$ cat config.mk
export PLATFORM = sky130hd
export DESIGN_NAME = apb_master
export DESIGN_NICKNAME = d
export VERILOG_FILES = /design/src/rtl/apb_master.sv
export SDC_FILE = /design/constraint.sdc
export NUM_CORES = 1
export LEC_CHECK = 0
export CORE_MARGIN = 2
export CORE_UTILIZATION = 35
export DETAILED_ROUTE_END_ITERATION = 10
export PLACE_DENSITY = 0.75
export SYNTH_ARGS = -nofsm -noshare
export SYNTH_HDL_FRONTEND = slang
export SYNTH_SLANG_ARGS = --single-unit
$ cat constraint.sdc
create_clock -name PCLK -period 1.65 [get_ports PCLK]
set_clock_uncertainty 0.1 [all_clocks]
set_input_delay 0.4125 -clock PCLK [delete_from_list [all_inputs] [get_ports PCLK]]
set_output_delay 0.4125 -clock PCLK [all_outputs]
set_load 0.05 [all_outputs]
$ cat src/rtl/apb_master.sv
// APB requester: turns single-beat commands into APB SETUP/ACCESS transfers,
// with a wait-state watchdog that aborts transfers the completer never finishes.
`timescale 1ns/1ps

module apb_master #(
    parameter int unsigned ADDR_WIDTH     = 32,
    parameter int unsigned DATA_WIDTH     = 32,
    parameter int unsigned TIMEOUT_CYCLES = 16
) (
    input  logic                  PCLK,
    input  logic                  PRESETn,
    // command side
    input  logic                  cmd_valid,
    output logic                  cmd_ready,
    input  logic                  cmd_write,
    input  logic [ADDR_WIDTH-1:0] cmd_addr,
    input  logic [DATA_WIDTH-1:0] cmd_wdata,
    // response side
    output logic                  rsp_valid,
    output logic [DATA_WIDTH-1:0] rsp_rdata,
    output logic                  rsp_err,
    output logic                  rsp_timeout,
    // APB side
    output logic                  PSELx,
    output logic                  PENABLE,
    output logic                  PWRITE,
    output logic [ADDR_WIDTH-1:0] PADDR,
    output logic [DATA_WIDTH-1:0] PWDATA,
    input  logic [DATA_WIDTH-1:0] PRDATA,
    input  logic                  PREADY,
    input  logic                  PSLVERR
);

    // A 1-bit counter is kept when the watchdog is disabled so widths stay legal.
    localparam int unsigned CNT_W = (TIMEOUT_CYCLES > 0) ? $clog2(TIMEOUT_CYCLES + 1) : 1;
    localparam logic [CNT_W-1:0] CNT_MAX  = {CNT_W{1'b1}};
    localparam logic [CNT_W-1:0] CNT_LAST =
        (TIMEOUT_CYCLES > 0) ? CNT_W'(TIMEOUT_CYCLES - 1) : '0;

    localparam logic [1:0] ST_IDLE   = 2'd0;
    localparam logic [1:0] ST_SETUP  = 2'd1;
    localparam logic [1:0] ST_ACCESS = 2'd2;

    logic [1:0]            state_q,       state_d;
    logic                  pwrite_q,      pwrite_d;
    logic [ADDR_WIDTH-1:0] paddr_q,       paddr_d;
    logic [DATA_WIDTH-1:0] pwdata_q,      pwdata_d;
    logic [CNT_W-1:0]      cnt_q,         cnt_d;
    logic                  rsp_valid_q,   rsp_valid_d;
    logic [DATA_WIDTH-1:0] rsp_rdata_q,   rsp_rdata_d;
    logic                  rsp_err_q,     rsp_err_d;
    logic                  rsp_timeout_q, rsp_timeout_d;

    logic wd_expire;

    // Expires on the edge where the PREADY-low count would reach TIMEOUT_CYCLES.
    assign wd_expire = (TIMEOUT_CYCLES != 0) && (cnt_q == CNT_LAST);

    always_comb begin
        state_d       = state_q;
        pwrite_d      = pwrite_q;
        paddr_d       = paddr_q;
        pwdata_d      = pwdata_q;
        cnt_d         = cnt_q;
        rsp_valid_d   = 1'b0;
        rsp_rdata_d   = rsp_rdata_q;
        rsp_err_d     = rsp_err_q;
        rsp_timeout_d = rsp_timeout_q;

        case (state_q)
            ST_IDLE: begin
                if (cmd_valid) begin
                    pwrite_d = cmd_write;
                    paddr_d  = cmd_addr;
                    pwdata_d = cmd_write ? cmd_wdata : '0;
                    state_d  = ST_SETUP;
                end
            end
            ST_SETUP: begin
                cnt_d   = '0;
                state_d = ST_ACCESS;
            end
            ST_ACCESS: begin
                if (PREADY) begin
                    // Completion takes priority over a watchdog expiring on the same edge.
                    rsp_valid_d   = 1'b1;
                    rsp_rdata_d   = pwrite_q ? '0 : PRDATA;
                    rsp_err_d     = PSLVERR;
                    rsp_timeout_d = 1'b0;
                    state_d       = ST_IDLE;
                end else begin
                    if (cnt_q != CNT_MAX) begin
                        cnt_d = cnt_q + 1'b1;
                    end
                    if (wd_expire) begin
                        rsp_valid_d   = 1'b1;
                        rsp_rdata_d   = '0;
                        rsp_err_d     = 1'b1;
                        rsp_timeout_d = 1'b1;
                        state_d       = ST_IDLE;
                    end
                end
            end
            default: begin
                state_d = ST_IDLE;
            end
        endcase
    end

    always_ff @(posedge PCLK) begin
        if (!PRESETn) begin
            state_q       <= ST_IDLE;
            pwrite_q      <= 1'b0;
            paddr_q       <= '0;
            pwdata_q      <= '0;
            cnt_q         <= '0;
            rsp_valid_q   <= 1'b0;
            rsp_rdata_q   <= '0;
            rsp_err_q     <= 1'b0;
            rsp_timeout_q <= 1'b0;
        end else begin
            state_q       <= state_d;
            pwrite_q      <= pwrite_d;
            paddr_q       <= paddr_d;
            pwdata_q      <= pwdata_d;
            cnt_q         <= cnt_d;
            rsp_valid_q   <= rsp_valid_d;
            rsp_rdata_q   <= rsp_rdata_d;
            rsp_err_q     <= rsp_err_d;
            rsp_timeout_q <= rsp_timeout_d;
        end
    end

    assign cmd_ready   = (state_q == ST_IDLE);
    assign PSELx       = (state_q == ST_SETUP) || (state_q == ST_ACCESS);
    assign PENABLE     = (state_q == ST_ACCESS);
    assign PWRITE      = pwrite_q;
    assign PADDR       = paddr_q;
    assign PWDATA      = pwdata_q;
    assign rsp_valid   = rsp_valid_q;
    assign rsp_rdata   = rsp_rdata_q;
    assign rsp_err     = rsp_err_q;
    assign rsp_timeout = rsp_timeout_q;

endmodule

==> reports/results.tsv <==
stage	metric	value	unit
setup_path	rrSetupSlack	-0.08	ns
cts	clk_pin_slew	0.09	ns
finish	regArea	2150	um2
placement	dp_slack	-0.450	ns
finish	finalInstanceArea	7690	um2
sta	period_needed	1.82	ns
floorplanning	initial_core_util	35.9	%
finish	final_cell_mix	108 x buf_12, 103 x dfxtp_1, 101 x clkdlybuf4s50_1	
setup_path	endpoint	PSELx	
sta	setup_viol	8	
grt	track_usage	20.5	%
setup_path	critical-path-max-stage-delay	0.34	ns
routing	antenna_left	0	
sta	drv_slew	0	
sta	setup_ws	-0.166	ns
setup_path	worstPathArrival	1.30	ns
synth	synth_edf_count	0	
setup_path	cp-startpoint	state_q[0]	
setup_path	reg2reg_depth	7	
pwr	cellPowerDensity	899	nW/um2
cts	clockBufferDepth	2	
setup_path	crit_path_max_fanout	4	
pwr	pwr-share-clk	23.6	%
placement	hpwlAfterDp	8920	um
synth	netlist_area	3910	um2
routing	initialDrtViolationCount	258	
setup_path	critPathLaunchType	flop	
min_path	hold_path_class	reg2reg	
finish	multiInputGateArea	1650	um2
cts	cts-buffers-inserted	9	
pwr	irDropWorstVdd	0.000840	V
floorplanning	io_pins	205	
run_status	violations	setup timing	
synth	ys_ff_latch	107	
synth	synth_top_area_share	54.8	%
grt	grt_max_degree	72	
placement	place_area	7220	um2
routing	drc	0	
pwr	p_int	0.00465	W
sta	worst_pin_slew	0.581	ns
cts	h-tree-depth	3	
synth	async_flop_share	0	%
finish	areaGrowthSynthToFinish	96.8	%
synth	synth.distinct_cells	32	
placement	globalplace.congestion	0.744	
routing	vias_per_cell	4.96	
floorplanning	die-area	12000	um2
finish	antennaDiodeCount	0	
finish	nNetsFinal	756	
grt	grt_pass1_vias	3826	
sta	finalHoldViolCount	0	
sta	fin_crit_sh	110	%
setup_path	path_class	reg2out	
sta	slew_headroom	61.3	%
setup_path	critPathSlowestCell	dfxtp_2	
synth	avgSynthCellArea	9.17	um2
sta	timing.fmax	551	MHz
floorplanning	die_h	110	um
setup_path	r2r-end	cnt_q[2]	
run_status	run_status	complete, but fails checks	
synth	synth_ff_type	dfxtp_1	
cts	root_buffer	clkbuf_8	
cts	cts.sinks	107	
synth	ys_top_cells_by_area	dfxtp_1 55%, nand2_1 9.7%, a21oi_1 9.2%, a22o_1 7.4%, nand3_1 4.6%	
floorplanning	rows	38	
synth	synth-seq-area-share	54.8	%
pwr	p_leak	2.94	nW
routing	drt_first_pass_iters	4	
pwr	p_comb_share	34.2	%
finish	fill_cells	786	
pwr	switchingPower	0.00226	W
cts	cts_tree	yes	
grt	antenna_found_initial	0	
synth	yosysTopAreaCell	dfxtp_1	
flow_run	drv_cap	0	
finish	drive_gt1_share	28.8	%
floorplanning	die_width	110	um
routing	vias	3929	
routing	finalWirelength	12900	um
synth	syn_nets	535	
finish	final_common_cell	buf_12	
synth	syn_inst	426	
placement	portBuffers	204	
sta	rsz0062_at_grt	true	
floorplanning	core	10900	um2
pwr	p_sw_share	32.7	%
setup_path	worstSetupEndpointType	output port	
grt	grt_first_pass_wirelength	18900	um
setup_path	reg2reg_from	cnt_q[1]	
cts	worst_skew_pair.late_latency	0.38	ns
setup_path	worstPathRequired	1.14	ns
pwr	power	0.00691	W
sta	fin_hold_ws	0.392	ns
synth	yosys_warnings	0	
grt	grt_overflow	0	
setup_path	crit_path_cell_trace	inv_2 > buf_6 > ha_4 > buf_12	
routing	wl_per_cell	16.3	um
pwr	pwr-share-seq	42.2	%
synthesized netlist by cell type, types with 4 or more instances:
master	number
o21ai_0	6
buf_6	7
dfxtp_1	107
nand2_1	101
clkbuf_1	4
inv_1	4
ha_1	7
buf_1	7
nand3_1	36
buf_4	6
buf_2	10
nand2b_1	4
a21oi_1	72
a22o_1	33
what timing repair did:
| action | CTS | global route |
|---|---|---|
| setup endpoints to repair | 45 | 58 |
| hold buffers | 0 | 0 |
| pin swaps | 16 | 12 |
| gates cloned | 1 | 4 |
| buffers inserted | 8 | 4 |
| gates resized for setup | 18 | 15 |
logic make-up after synthesis:
group	synth area share (%)
AOI/OAI and AO/OA	18.6
adders and majority gates	2.24
buffers and inverters	5.99
DFF	54.8
and+or+nand+nor	18.3
metal layers:
layer | track usage [%] | vias to the layer above | share of wire, %
met5 | 0 | - | 0
met4 | 7.14 | 0 | 2.4
met3 | 10.0 | 24 | 10
met2 | 34.9 | 172 | 50
met1 | 22.1 | 1833 | 38
li1 | - | 1900 | -
power groups by stage:
stage	registers [W]	clock network, W	logic, W
final	0.00292	0.00163	0.00237
after CTS	0.00292	0.00167	0.00233
after global placement	0.00297	0	0.00222
after detailed placement	0.00298	0	0.00226
after global routing	0.00294	0.00176	0.00249
after floorplan	0.00341	0	0.000623
through the flow:
stage | TNS, ns | instances | util [%]
after global placement | -30.01 | 760 | 66.3
final | -0.429 | 792 | 70.6
after global routing | -1.00 | 792 | 70.6
after detailed placement | -35.05 | 760 | 66.3
after CTS | -0.546 | 785 | 69.4
after floorplan | -0.115 | 426 | -
worst min-delay path by stage:
stage                  to  slack, ns  cells after the start  startpoint
2_1_floorplan    cnt_q[2]       0.37                      2    cnt_q[2]
3_5_place_dp   PWDATA[23]       0.38                      2  PWDATA[23]
4_1_cts        PWDATA[23]       0.39                      2  PWDATA[23]
5_1_grt        PWDATA[29]       0.41                      2  PWDATA[29]
6_report       PWDATA[29]       0.39                      2  PWDATA[29]
3_3_place_gp   PWDATA[19]       0.37                      2  PWDATA[19]
worst max-delay path: cells and delay by family, from the launching register on:
family / cells / cell delay [ns]
fa+ha+maj: 1 / 0.29
flops: 1 / 0.34
buf+inv: 3 / 0.29
area by class of cell:
class	count	area share (%)
clock buffer	11	1.84
sequential	107	27.9
tap	140	2.28
clock inverter	5	0.683
timing repair buffer	243	45.5
multi-input combinational	281	21.5
inverter	5	0.244
state kept, by name, indices dropped and copies added, names as in the netlist:
name         count
PWRITE           1
state_q          2
rsp_valid        1
PWDATA          32
rsp_timeout      1
rsp_rdata       32
cnt_q            5
PADDR           32
rsp_err          1
(Power assumes the default switching activity.)
